**src/rtl/mips_ctrl_pkg.sv**
```systemverilog
// Shared control-bundle definitions for the MIPS decoder and the control pipeline.
// Bundle layouts, bit positions, bubble constants and stage-register payloads.
package mips_ctrl_pkg;

    localparam int unsigned REG_W = 5;
    localparam int unsigned EX_W  = 4;
    localparam int unsigned MEM_W = 3;
    localparam int unsigned WB_W  = 2;

    // EX bundle bit positions
    localparam int unsigned ALU_SRC  = 3;
    localparam int unsigned ALUOP_HI = 2;
    localparam int unsigned ALUOP_LO = 1;
    localparam int unsigned REG_DST  = 0;

    // MEM bundle bit positions
    localparam int unsigned MEM_WRITE = 2;
    localparam int unsigned MEM_READ  = 1;
    localparam int unsigned BRANCH    = 0;

    // WB bundle bit positions
    localparam int unsigned WB_ALU    = 1;
    localparam int unsigned REG_WRITE = 0;

    typedef logic [EX_W-1:0]  ex_ctrl_t;
    typedef logic [MEM_W-1:0] mem_ctrl_t;
    typedef logic [WB_W-1:0]  wb_ctrl_t;
    typedef logic [REG_W-1:0] reg_idx_t;

    localparam ex_ctrl_t  EX_NOP  = EX_W'(0);
    localparam mem_ctrl_t MEM_NOP = MEM_W'(0);
    localparam wb_ctrl_t  WB_NOP  = WB_W'(0);
    localparam reg_idx_t  REG_ZERO = REG_W'(0);

    typedef struct packed {
        ex_ctrl_t  ex;
        mem_ctrl_t mem;
        wb_ctrl_t  wb;
        reg_idx_t  rt;
        reg_idx_t  rd;
    } id_ex_t;

    typedef struct packed {
        mem_ctrl_t mem;
        wb_ctrl_t  wb;
        reg_idx_t  dst;
    } ex_mem_t;

    typedef struct packed {
        wb_ctrl_t  wb;
        reg_idx_t  dst;
    } mem_wb_t;

    localparam id_ex_t  ID_EX_NOP  = '{ex: EX_NOP, mem: MEM_NOP, wb: WB_NOP, rt: REG_ZERO, rd: REG_ZERO};
    localparam ex_mem_t EX_MEM_NOP = '{mem: MEM_NOP, wb: WB_NOP, dst: REG_ZERO};
    localparam mem_wb_t MEM_WB_NOP = '{wb: WB_NOP, dst: REG_ZERO};

    // Write register selected by RegDst: rd for R-type, rt otherwise.
    function automatic reg_idx_t resolve_dst(ex_ctrl_t ex, reg_idx_t rt, reg_idx_t rd);
        return ex[REG_DST] ? rd : rt;
    endfunction

endpackage

```
**src/rtl/ctrl_pipe_if.sv**
```systemverilog
// Decode-side inputs and per-stage control outputs of the control pipeline.
interface ctrl_pipe_if;
    import mips_ctrl_pkg::*;

    logic [EX_W-1:0]  id_ex;
    logic [MEM_W-1:0] id_mem;
    logic [WB_W-1:0]  id_wb;
    logic [REG_W-1:0] id_rs;
    logic [REG_W-1:0] id_rt;
    logic [REG_W-1:0] id_rd;
    logic             mem_zero;

    logic [EX_W-1:0]  ex_ctrl;
    logic [MEM_W-1:0] mem_ctrl;
    logic [WB_W-1:0]  wb_ctrl;
    logic [REG_W-1:0] ex_rt;
    logic [REG_W-1:0] mem_dst;
    logic [REG_W-1:0] wb_dst;
    logic             stall;
    logic             flush;

    modport master (
        output id_ex, id_mem, id_wb, id_rs, id_rt, id_rd, mem_zero,
        input  ex_ctrl, mem_ctrl, wb_ctrl, ex_rt, mem_dst, wb_dst, stall, flush
    );

    modport slave (
        input  id_ex, id_mem, id_wb, id_rs, id_rt, id_rd, mem_zero,
        output ex_ctrl, mem_ctrl, wb_ctrl, ex_rt, mem_dst, wb_dst, stall, flush
    );

endinterface

```
**src/rtl/ctrl_pipe_hazard_detect.sv**
```systemverilog
// Load-use stall and taken-branch flush detection; a flush always suppresses the stall
// because the stalled instruction is being squashed anyway.
module hazard_detect
    import mips_ctrl_pkg::*;
(
    input  logic     mem_read,
    input  reg_idx_t ex_rt,
    input  reg_idx_t id_rs,
    input  reg_idx_t id_rt,
    input  logic     branch,
    input  logic     mem_zero,
    output logic     stall,
    output logic     flush
);

    logic load_use;

    always_comb begin
        flush    = branch && mem_zero;
        load_use = mem_read && (ex_rt != REG_ZERO) && ((ex_rt == id_rs) || (ex_rt == id_rt));
        stall    = load_use && !flush;
    end

endmodule

```
**src/rtl/ctrl_pipe.sv**
```systemverilog
// Carries decoded control bundles through ID/EX, EX/MEM and MEM/WB and inserts
// bubbles for load-use stalls and taken-branch flushes.
module ctrl_pipe
    import mips_ctrl_pkg::*;
(
    input  logic         clk,
    input  logic         rst_n,
    ctrl_pipe_if.slave   bus
);

    id_ex_t  id_ex_q;
    ex_mem_t ex_mem_q;
    mem_wb_t mem_wb_q;

    logic stall;
    logic flush;

    hazard_detect u_hazard (
        .mem_read (id_ex_q.mem[MEM_READ]),
        .ex_rt    (id_ex_q.rt),
        .id_rs    (bus.id_rs),
        .id_rt    (bus.id_rt),
        .branch   (ex_mem_q.mem[BRANCH]),
        .mem_zero (bus.mem_zero),
        .stall    (stall),
        .flush    (flush)
    );

    // ID/EX: bubble on stall or flush, otherwise capture the decoded bundles.
    always_ff @(posedge clk or negedge rst_n) begin
        if (!rst_n) begin
            id_ex_q <= ID_EX_NOP;
        end else if (stall || flush) begin
            id_ex_q <= ID_EX_NOP;
        end else begin
            id_ex_q <= '{ex: bus.id_ex, mem: bus.id_mem, wb: bus.id_wb,
                         rt: bus.id_rt, rd: bus.id_rd};
        end
    end

    // EX/MEM: squashed on flush; the write register is resolved here.
    always_ff @(posedge clk or negedge rst_n) begin
        if (!rst_n) begin
            ex_mem_q <= EX_MEM_NOP;
        end else if (flush) begin
            ex_mem_q <= EX_MEM_NOP;
        end else begin
            ex_mem_q <= '{mem: id_ex_q.mem, wb: id_ex_q.wb,
                          dst: resolve_dst(id_ex_q.ex, id_ex_q.rt, id_ex_q.rd)};
        end
    end

    // MEM/WB always advances so a taken branch still retires.
    always_ff @(posedge clk or negedge rst_n) begin
        if (!rst_n) begin
            mem_wb_q <= MEM_WB_NOP;
        end else begin
            mem_wb_q <= '{wb: ex_mem_q.wb, dst: ex_mem_q.dst};
        end
    end

    assign bus.ex_ctrl  = id_ex_q.ex;
    assign bus.ex_rt    = id_ex_q.rt;
    assign bus.mem_ctrl = ex_mem_q.mem;
    assign bus.mem_dst  = ex_mem_q.dst;
    assign bus.wb_ctrl  = mem_wb_q.wb;
    assign bus.wb_dst   = mem_wb_q.dst;
    assign bus.stall    = stall;
    assign bus.flush    = flush;

endmodule
```
**src/flat_wrapper.sv**
```systemverilog
// flat-port wrapper written by rule: the top's interface ports become plain ports
module ctrl_pipe_flat import mips_ctrl_pkg::*;
  (clk, rst_n, bus_id_ex, bus_id_mem, bus_id_wb, bus_id_rs, bus_id_rt, bus_id_rd, bus_mem_zero, bus_ex_ctrl, bus_mem_ctrl, bus_wb_ctrl, bus_ex_rt, bus_mem_dst, bus_wb_dst, bus_stall, bus_flush);
  ctrl_pipe_if bus_i ();
  input  logic clk;
  input  logic rst_n;
  input wire logic [$bits(bus_i.id_ex)-1:0] bus_id_ex;
  input wire logic [$bits(bus_i.id_mem)-1:0] bus_id_mem;
  input wire logic [$bits(bus_i.id_wb)-1:0] bus_id_wb;
  input wire logic [$bits(bus_i.id_rs)-1:0] bus_id_rs;
  input wire logic [$bits(bus_i.id_rt)-1:0] bus_id_rt;
  input wire logic [$bits(bus_i.id_rd)-1:0] bus_id_rd;
  input wire logic [$bits(bus_i.mem_zero)-1:0] bus_mem_zero;
  output wire logic [$bits(bus_i.ex_ctrl)-1:0] bus_ex_ctrl;
  output wire logic [$bits(bus_i.mem_ctrl)-1:0] bus_mem_ctrl;
  output wire logic [$bits(bus_i.wb_ctrl)-1:0] bus_wb_ctrl;
  output wire logic [$bits(bus_i.ex_rt)-1:0] bus_ex_rt;
  output wire logic [$bits(bus_i.mem_dst)-1:0] bus_mem_dst;
  output wire logic [$bits(bus_i.wb_dst)-1:0] bus_wb_dst;
  output wire logic [$bits(bus_i.stall)-1:0] bus_stall;
  output wire logic [$bits(bus_i.flush)-1:0] bus_flush;
  assign bus_i.id_ex = bus_id_ex;
  assign bus_i.id_mem = bus_id_mem;
  assign bus_i.id_wb = bus_id_wb;
  assign bus_i.id_rs = bus_id_rs;
  assign bus_i.id_rt = bus_id_rt;
  assign bus_i.id_rd = bus_id_rd;
  assign bus_i.mem_zero = bus_mem_zero;
  assign bus_ex_ctrl = bus_i.ex_ctrl;
  assign bus_mem_ctrl = bus_i.mem_ctrl;
  assign bus_wb_ctrl = bus_i.wb_ctrl;
  assign bus_ex_rt = bus_i.ex_rt;
  assign bus_mem_dst = bus_i.mem_dst;
  assign bus_wb_dst = bus_i.wb_dst;
  assign bus_stall = bus_i.stall;
  assign bus_flush = bus_i.flush;
  ctrl_pipe u_core (.clk(clk), .rst_n(rst_n), .bus(bus_i));
endmodule
```
**config.mk**
```make
export PLATFORM = sky130hd
export DESIGN_NAME = ctrl_pipe_flat
export DESIGN_NICKNAME = d
export VERILOG_FILES = /design/src/rtl/mips_ctrl_pkg.sv /design/src/rtl/ctrl_pipe_if.sv /design/src/rtl/ctrl_pipe_hazard_detect.sv /design/src/rtl/ctrl_pipe.sv /design/src/flat_wrapper.sv
export SDC_FILE = /design/constraint.sdc
export NUM_CORES = 1
export LEC_CHECK = 0
export ABC_CLOCK_PERIOD_IN_PS = 2140
export CAP_MARGIN = 20
export CORE_ASPECT_RATIO = 0.5
export CORE_MARGIN = 4
export CORE_UTILIZATION = 44
export DETAILED_ROUTE_END_ITERATION = 10
export GPL_ROUTABILITY_DRIVEN = 0
export GPL_TIMING_DRIVEN = 0
export HOLD_SLACK_MARGIN = 0.08
export PLACE_DENSITY = 0.9
export SYNTH_ARGS = -nofsm -noshare
export SYNTH_HDL_FRONTEND = slang
export SYNTH_SLANG_ARGS = --single-unit
```
**constraint.sdc**
```tcl
create_clock -name clk -period 2.14 [get_ports clk]
set_clock_uncertainty 0.2 [all_clocks]
set_input_delay 0.428 -clock clk [delete_from_list [all_inputs] [get_ports clk]]
set_output_delay 0.428 -clock clk [all_outputs]
set_load 0.01 [all_outputs]
```
==> results of run 1 <==
-- sequential cells by signal (all words and copies together), names as in the netlist --
| name | flops |
|---|---|
| u_core.bus.mem_dst | 5 |
| u_core.bus.mem_ctrl | 3 |
| u_core.bus.ex_rt | 5 |
| u_core.bus.wb_dst | 5 |
| u_core.id_ex_q | 10 |
| u_core.bus.ex_ctrl | 4 |
| u_core.ex_mem_q | 2 |
| u_core.bus.wb_ctrl | 2 |
-- cell families (layout without fill, tap and decap cells) --
kind of cell,count (synthesis),after routing,share of synthesized area
flip-flops,36,36,0.610
buffers and inverters,25,94,0.118
AO/OA/AOI/OAI,21,21,0.0737
AND/OR/NAND/NOR,36,36,0.106
multiplexers,5,5,0.0339
XOR/XNOR,10,10,0.0593
-- worst paths after layout --
| kind | slack, ns | cells past startpoint | start | to |
|---|---|---|---|---|
| worst max register to register | 0.08 | 6 | u_core.bus.ex_rt[0] | u_core.id_ex_q[12] |
| worst min-delay path | 0.15 | 0 | u_core.ex_mem_q[6] | u_core.bus.wb_ctrl[1] |
| worst min register to register | 0.15 | 0 | u_core.ex_mem_q[6] | u_core.bus.wb_ctrl[1] |
| min in group asynchronous | 0.56 | 2 | rst_n | u_core.bus.mem_ctrl[0] |
| worst max-delay path | -0.25 | 4 | u_core.bus.ex_rt[0] | bus_stall |
| max in group asynchronous | 0.66 | 2 | rst_n | u_core.bus.ex_rt[4] |
-- cell usage after synthesis (all sizes together) --
cell type and number:
and3 1, nor2 5, xnor2 10, or4 1, nand2 22, clkbuf 4
and2 5, buf 20, a21oi 19, inv 1, o21a 1, mux2i 5
dfrtp 36, nand3 2, o22ai 1
-- metrics by stage --
stage | TNS, ns | hold WS [ns]
after floorplan | 0 | -0.0676
after global placement | -8.59 | 0.133
after detailed placement | -1.70 | 0.138
after CTS | -0.289 | 0.152
after global routing | -0.301 | 0.162
final | -0.245 | 0.150
-- per-layer routing --
| layer | vias up | global-route usage |
|---|---|---|
| met4 | 0 | 0.0838 |
| li1 | 548 | - |
| met3 | 13 | 0.0570 |
| met2 | 60 | 0.353 |
| met1 | 600 | 0.188 |
| met5 | - | 0 |
-- power groups by stage --
stage / Clock, W / Combinational (W) / Sequential (W)
detailed placement: 0 / 0.000381 / 0.000803
global placement: 0 / 0.000368 / 0.000797
finish: 0.000489 / 0.000434 / 0.000787
floorplan: 0 / 0.000179 / 0.000799
CTS: 0.000486 / 0.000414 / 0.000784
global route: 0.000531 / 0.000461 / 0.000793
-- cell type report --
type                            instances  area (um^2)
Buffer                                 23          161
Clock buffer                            8         90.1
Fill cell                             190          832
Inverter                                1         3.75
Multi-Input combinational cell         72          439
Sequential cell                        36          906
Tap cell                               40         50.0
Timing Repair Buffer                   62          618
-- repair_timing --
item,CTS,global route
pin swaps,1,7
setup endpoints to repair,2,2
hold buffers,1,0
setup buffers,6,3
resized for setup,14,13
hold endpoints to repair,36,0
==> reports/results.ini, run 1 <==
[final_layout]
syn2layout_area_growth_pct = 53.5
layout_common_cells = clkdlybuf4s50_1, dfrtp_1, buf_4
fin_util = 0.732
nets = 228
final_common_cell = clkdlybuf4s50_1
drive_gt1_frac = 0.233
design_area_mm2 = 0.00227
stdcell_count = 242
diodes = 0

[grt]
grt_pass1_wl_um = 6200
antenna_found_initial = 0
grt-ovfl-total = 0
grt_util_all_layers = 0.185
grt_pass1_vias = 1261
grt_max_degree = 37

[placed_design]
io_buffers = 52
hpwl_um = 2490
pre_cts_slack_ns = -0.786
dpl_cell_area_mm2 = 0.00204
numPlacedInstances = 225

[outcome]
violations = negative setup slack
status = finished with violations

[detailed_routing]
drc = 0
drt-initial-drc-count = 56
num_vias = 1221
detail_route.wl_per_cell_um = 16.8
vias_per_cell = 5.05
firstDrtPassIters = 4
met2_length_um = 2170
wirelength_um = 4060
m1WireLength_um = 1490
top_layer_used = met4
postRouteAntennaNets = 0
met3_length_um = 278

[clock_network]
cts_tree = yes
clockBufferDepth = 2
htree_levels = 2
cts_buffers = 5
cts_root_buf = clkbuf_8
clk_pin_slew_ns = 0.07
cts_num_sinks = 36
clkLatencyLatePin_ns = 0.29

[synth]
syn_area_mm2 = 0.00148
netlist_top_cells_area = dfrtp_1, buf_4, a21oi_1
ys.warnings.count = 0
ys_ff_latch = 36
synth_cell_types = 17
synth_fp_nets = 160
synth_top_cell_by_area = dfrtp_1
avgSynthCellArea_um2 = 11.1
synth_top_area_share = 0.610
ys_seq_area_frac = 0.610
synth_cells = 133

[power_and_ir_drop]
p_sw_w = 0.000444
power_frac_comb = 0.254
swShare = 0.260
peakVddDrop_v = 0.000258
power_w = 0.00171
seqPwrFrac = 0.460
power.density_mw_per_mm2 = 754
pwr-share-clk = 0.286
p_leak_nw = 1.12
p_int_w = 0.00127

[floorplanning]
die_width_um = 90.0
core.rowCount = 14
die_y_um = 49.0
coreArea_mm2 = 0.00310
design.portCount = 53
dieArea_mm2 = 0.00441
start_util = 0.477

[sta]
slew_headroom = 0.489
maxSlewViolCount = 0
finalHoldViolCount = 0
worst_slew_pin_slew_ns = 0.767
max_freq_ghz = 0.419
fin_crit_sh = 1.11
post-route-min-period_ns = 2.39
fin_ws_ns = -0.245
setup_viol = 1
rsz0062_at_grt = yes

[setup_path]
max_stage_delay_ns = 0.54
crit_type = reg -> out
path_cells = or4_1, o21a_1, and3_4, buf_6
slowest_stage = or4_1
arrival_ns = 1.76
required_ns = 1.51
crit_path_max_fanout = 2
crit_family = simple AND/OR/NAND/NOR gates
setup.worst_path.end_class = primary output
path_buf_inv = 1
startpoint_type = flip-flop

[run]
maxCapViolCount = 0

[worst_hold_path]
hold_path_class = reg -> reg

Note: power is estimated with default switching activity, not from simulation.
==> inputs of run 2 (changes only) <==
--- a/config.mk
+++ b/config.mk
@@ -10,6 +10,7 @@
 export CORE_ASPECT_RATIO = 0.5
 export CORE_MARGIN = 4
 export CORE_UTILIZATION = 44
+export CTS_CLUSTER_DIAMETER = 150
 export DETAILED_ROUTE_END_ITERATION = 10
 export GPL_ROUTABILITY_DRIVEN = 0
 export GPL_TIMING_DRIVEN = 0
==> results of run 2 <==
Final layout, timing and power as in run 1 (identical DEF).
==> inputs of run 3 (changes only) <==
--- a/config.mk
+++ b/config.mk
@@ -5,7 +5,7 @@
 export SDC_FILE = /design/constraint.sdc
 export NUM_CORES = 1
 export LEC_CHECK = 0
-export ABC_CLOCK_PERIOD_IN_PS = 2140
+export ABC_CLOCK_PERIOD_IN_PS = 2550
 export CAP_MARGIN = 20
 export CORE_ASPECT_RATIO = 0.5
 export CORE_MARGIN = 4
==> constraint.sdc (replaced) <==
create_clock -name clk -period 2.55 [get_ports clk]
set_clock_uncertainty 0.2 [all_clocks]
set_input_delay 0.51 -clock clk [delete_from_list [all_inputs] [get_ports clk]]
set_output_delay 0.51 -clock clk [all_outputs]
set_load 0.01 [all_outputs]
==> reports/results.ini, run 3 (synthesis gave the netlist of run 1 again) <==
[final_layout]
nets = 226
final_common_cell = clkdlybuf4s50_1
largest-register = u_core.id_ex_q
fillers = 206
design_area_mm2 = 0.00221
multi_input_area_um2 = 417
drive_gt1_frac = 0.210
largest_reg_flops = 10
layout_common_cells = clkdlybuf4s50_1, dfrtp_1, buf_4
diodes = 0
seq_area_um2 = 905
syn2layout_area_growth_pct = 49.8

[outcome]
violations = negative setup slack
status = finished with violations

[grt]
grt_pass1_vias = 1225
grt_max_degree = 37
antenna_found_initial = 0
grt_pass1_wl_um = 5830
grt-ovfl-total = 0
grt_util_all_layers = 0.173

[power_and_ir_drop]
power.density_mw_per_mm2 = 640
p_leak_nw = 1.05
peakVddDrop_v = 0.000221

[run]
maxCapViolCount = 0

[sta]
maxSlewViolCount = 0
post-route-min-period_ns = 2.55
finalHoldViolCount = 0
setup_viol = 1
fin_hold_ws_ns = 0.106
max_freq_ghz = 0.392
fin_crit_sh = 1.00
slew_headroom = 0.478
worst_slew_pin_slew_ns = 0.783
rsz0062_at_grt = yes
fin_ws_ns = -0.000486

[clock_network]
clk_pin_slew_ns = 0.07
cts_tree = yes
cts_buffers = 5
cts_num_sinks = 36
htree_levels = 2
cts_root_buf = clkbuf_8
clockBufferDepth = 2
clkLatencyLatePin_ns = 0.28

[worst_hold_path]
hold_path_class = in -> async

[placed_design]
hpwl_um = 2490
io_buffers = 52
dpl_cell_area_mm2 = 0.00204

[floorplanning]
core.rowCount = 14
start_util = 0.477
coreArea_mm2 = 0.00310
dieArea_mm2 = 0.00441
die_width_um = 90.0
design.portCount = 53
die_y_um = 49.0

[detailed_routing]
postRouteAntennaNets = 0
drc = 0
detail_route.wl_per_cell_um = 15.5
wirelength_um = 3710
vias_per_cell = 4.80
drt-initial-drc-count = 32
num_vias = 1152
firstDrtPassIters = 6

[setup_path]
crit_path_max_fanout = 10
required_ns = 1.84
setup.worst_path.end_class = primary output
crit_type = reg -> out
startpoint_type = flip-flop
arrival_ns = 1.84

[run 3: cell types whose count changed in the layout (fill, tap and decap cells not counted)]
cell and delta:
dfrtp_2 -1, xnor2_1 +3, clkdlybuf4s50_1 +4, xnor2_2 -3, dlygate4sd3_1 -1, dfrtp_1 +1, dlymetal6s2s_1 -4, buf_6 -1
[run 3: worst paths after layout]
kind                                startpoint                     to  slack (ns)  cells after the start
min in group clk            u_core.ex_mem_q[6]  u_core.bus.wb_ctrl[1]        0.15                      0
max in group asynchronous                rst_n    u_core.bus.ex_rt[1]        1.51                      1
setup reg to reg           u_core.bus.ex_rt[0]     u_core.id_ex_q[12]        0.48                      7
setup / recovery           u_core.bus.ex_rt[1]              bus_stall     -0.0005                      5
hold / removal                           rst_n     u_core.id_ex_q[13]        0.11                      1
hold reg to reg             u_core.ex_mem_q[6]  u_core.bus.wb_ctrl[1]        0.15                      0
[run 3: per-stage QoR]
stage	setup WS, ns	instances	power [W]	setup TNS, ns	util
after global routing	-0.0518	240	0.00148	-0.0518	0.714
after floorplan	0.397	133	0.000821	0	-
after detailed placement	-0.540	225	0.000994	-0.581	0.659
final	-0.000486	240	0.00142	-0.000486	0.714
after global placement	-0.528	225	0.000978	-0.558	0.661
after CTS	0.00485	238	0.00141	0	0.706
[run 3: power by group]
group | internal, W | total (W) | leakage [nW] | switching [W]
Sequential | 0.000631 | 0.000658 | 0.439 | 0.0000274
Combinational | 0.000204 | 0.000350 | 0.568 | 0.000146
Clock | 0.000220 | 0.000408 | 0.0455 | 0.000188
[run 3: final cells by class]
cell class              instances  share of cell area
flip-flops and latches         36               0.409
repair buffers                 59               0.260
multi-input cells              72               0.188
plain buffers                  24              0.0780
clock buffers                   8              0.0407
well taps                      40              0.0226
inverters                       1             0.00170
[run 3: what timing repair did]
action,4_1_cts,5_1_grt
pin swaps,2,2
hold buffers,0,0
gates resized for setup,13,4
endpoints found under the setup margin,2,2
buffers inserted,5,2
[run 3: layer usage]
layer	track usage	share of wire	vias up
li1	-	-	546
met1	0.172	0.40	552
met2	0.327	0.52	40
met3	0.0462	0.043	14
met4	0.109	0.037	0
met5	0	0	-
[run 3: critical path, stage by stage, from the launching register on]
cell and delay (ns):
dfrtp_2 0.40, or4_1 0.52, o21a_1 0.21, buf_6 0.15, and3_4 0.17, buf_6 0.11
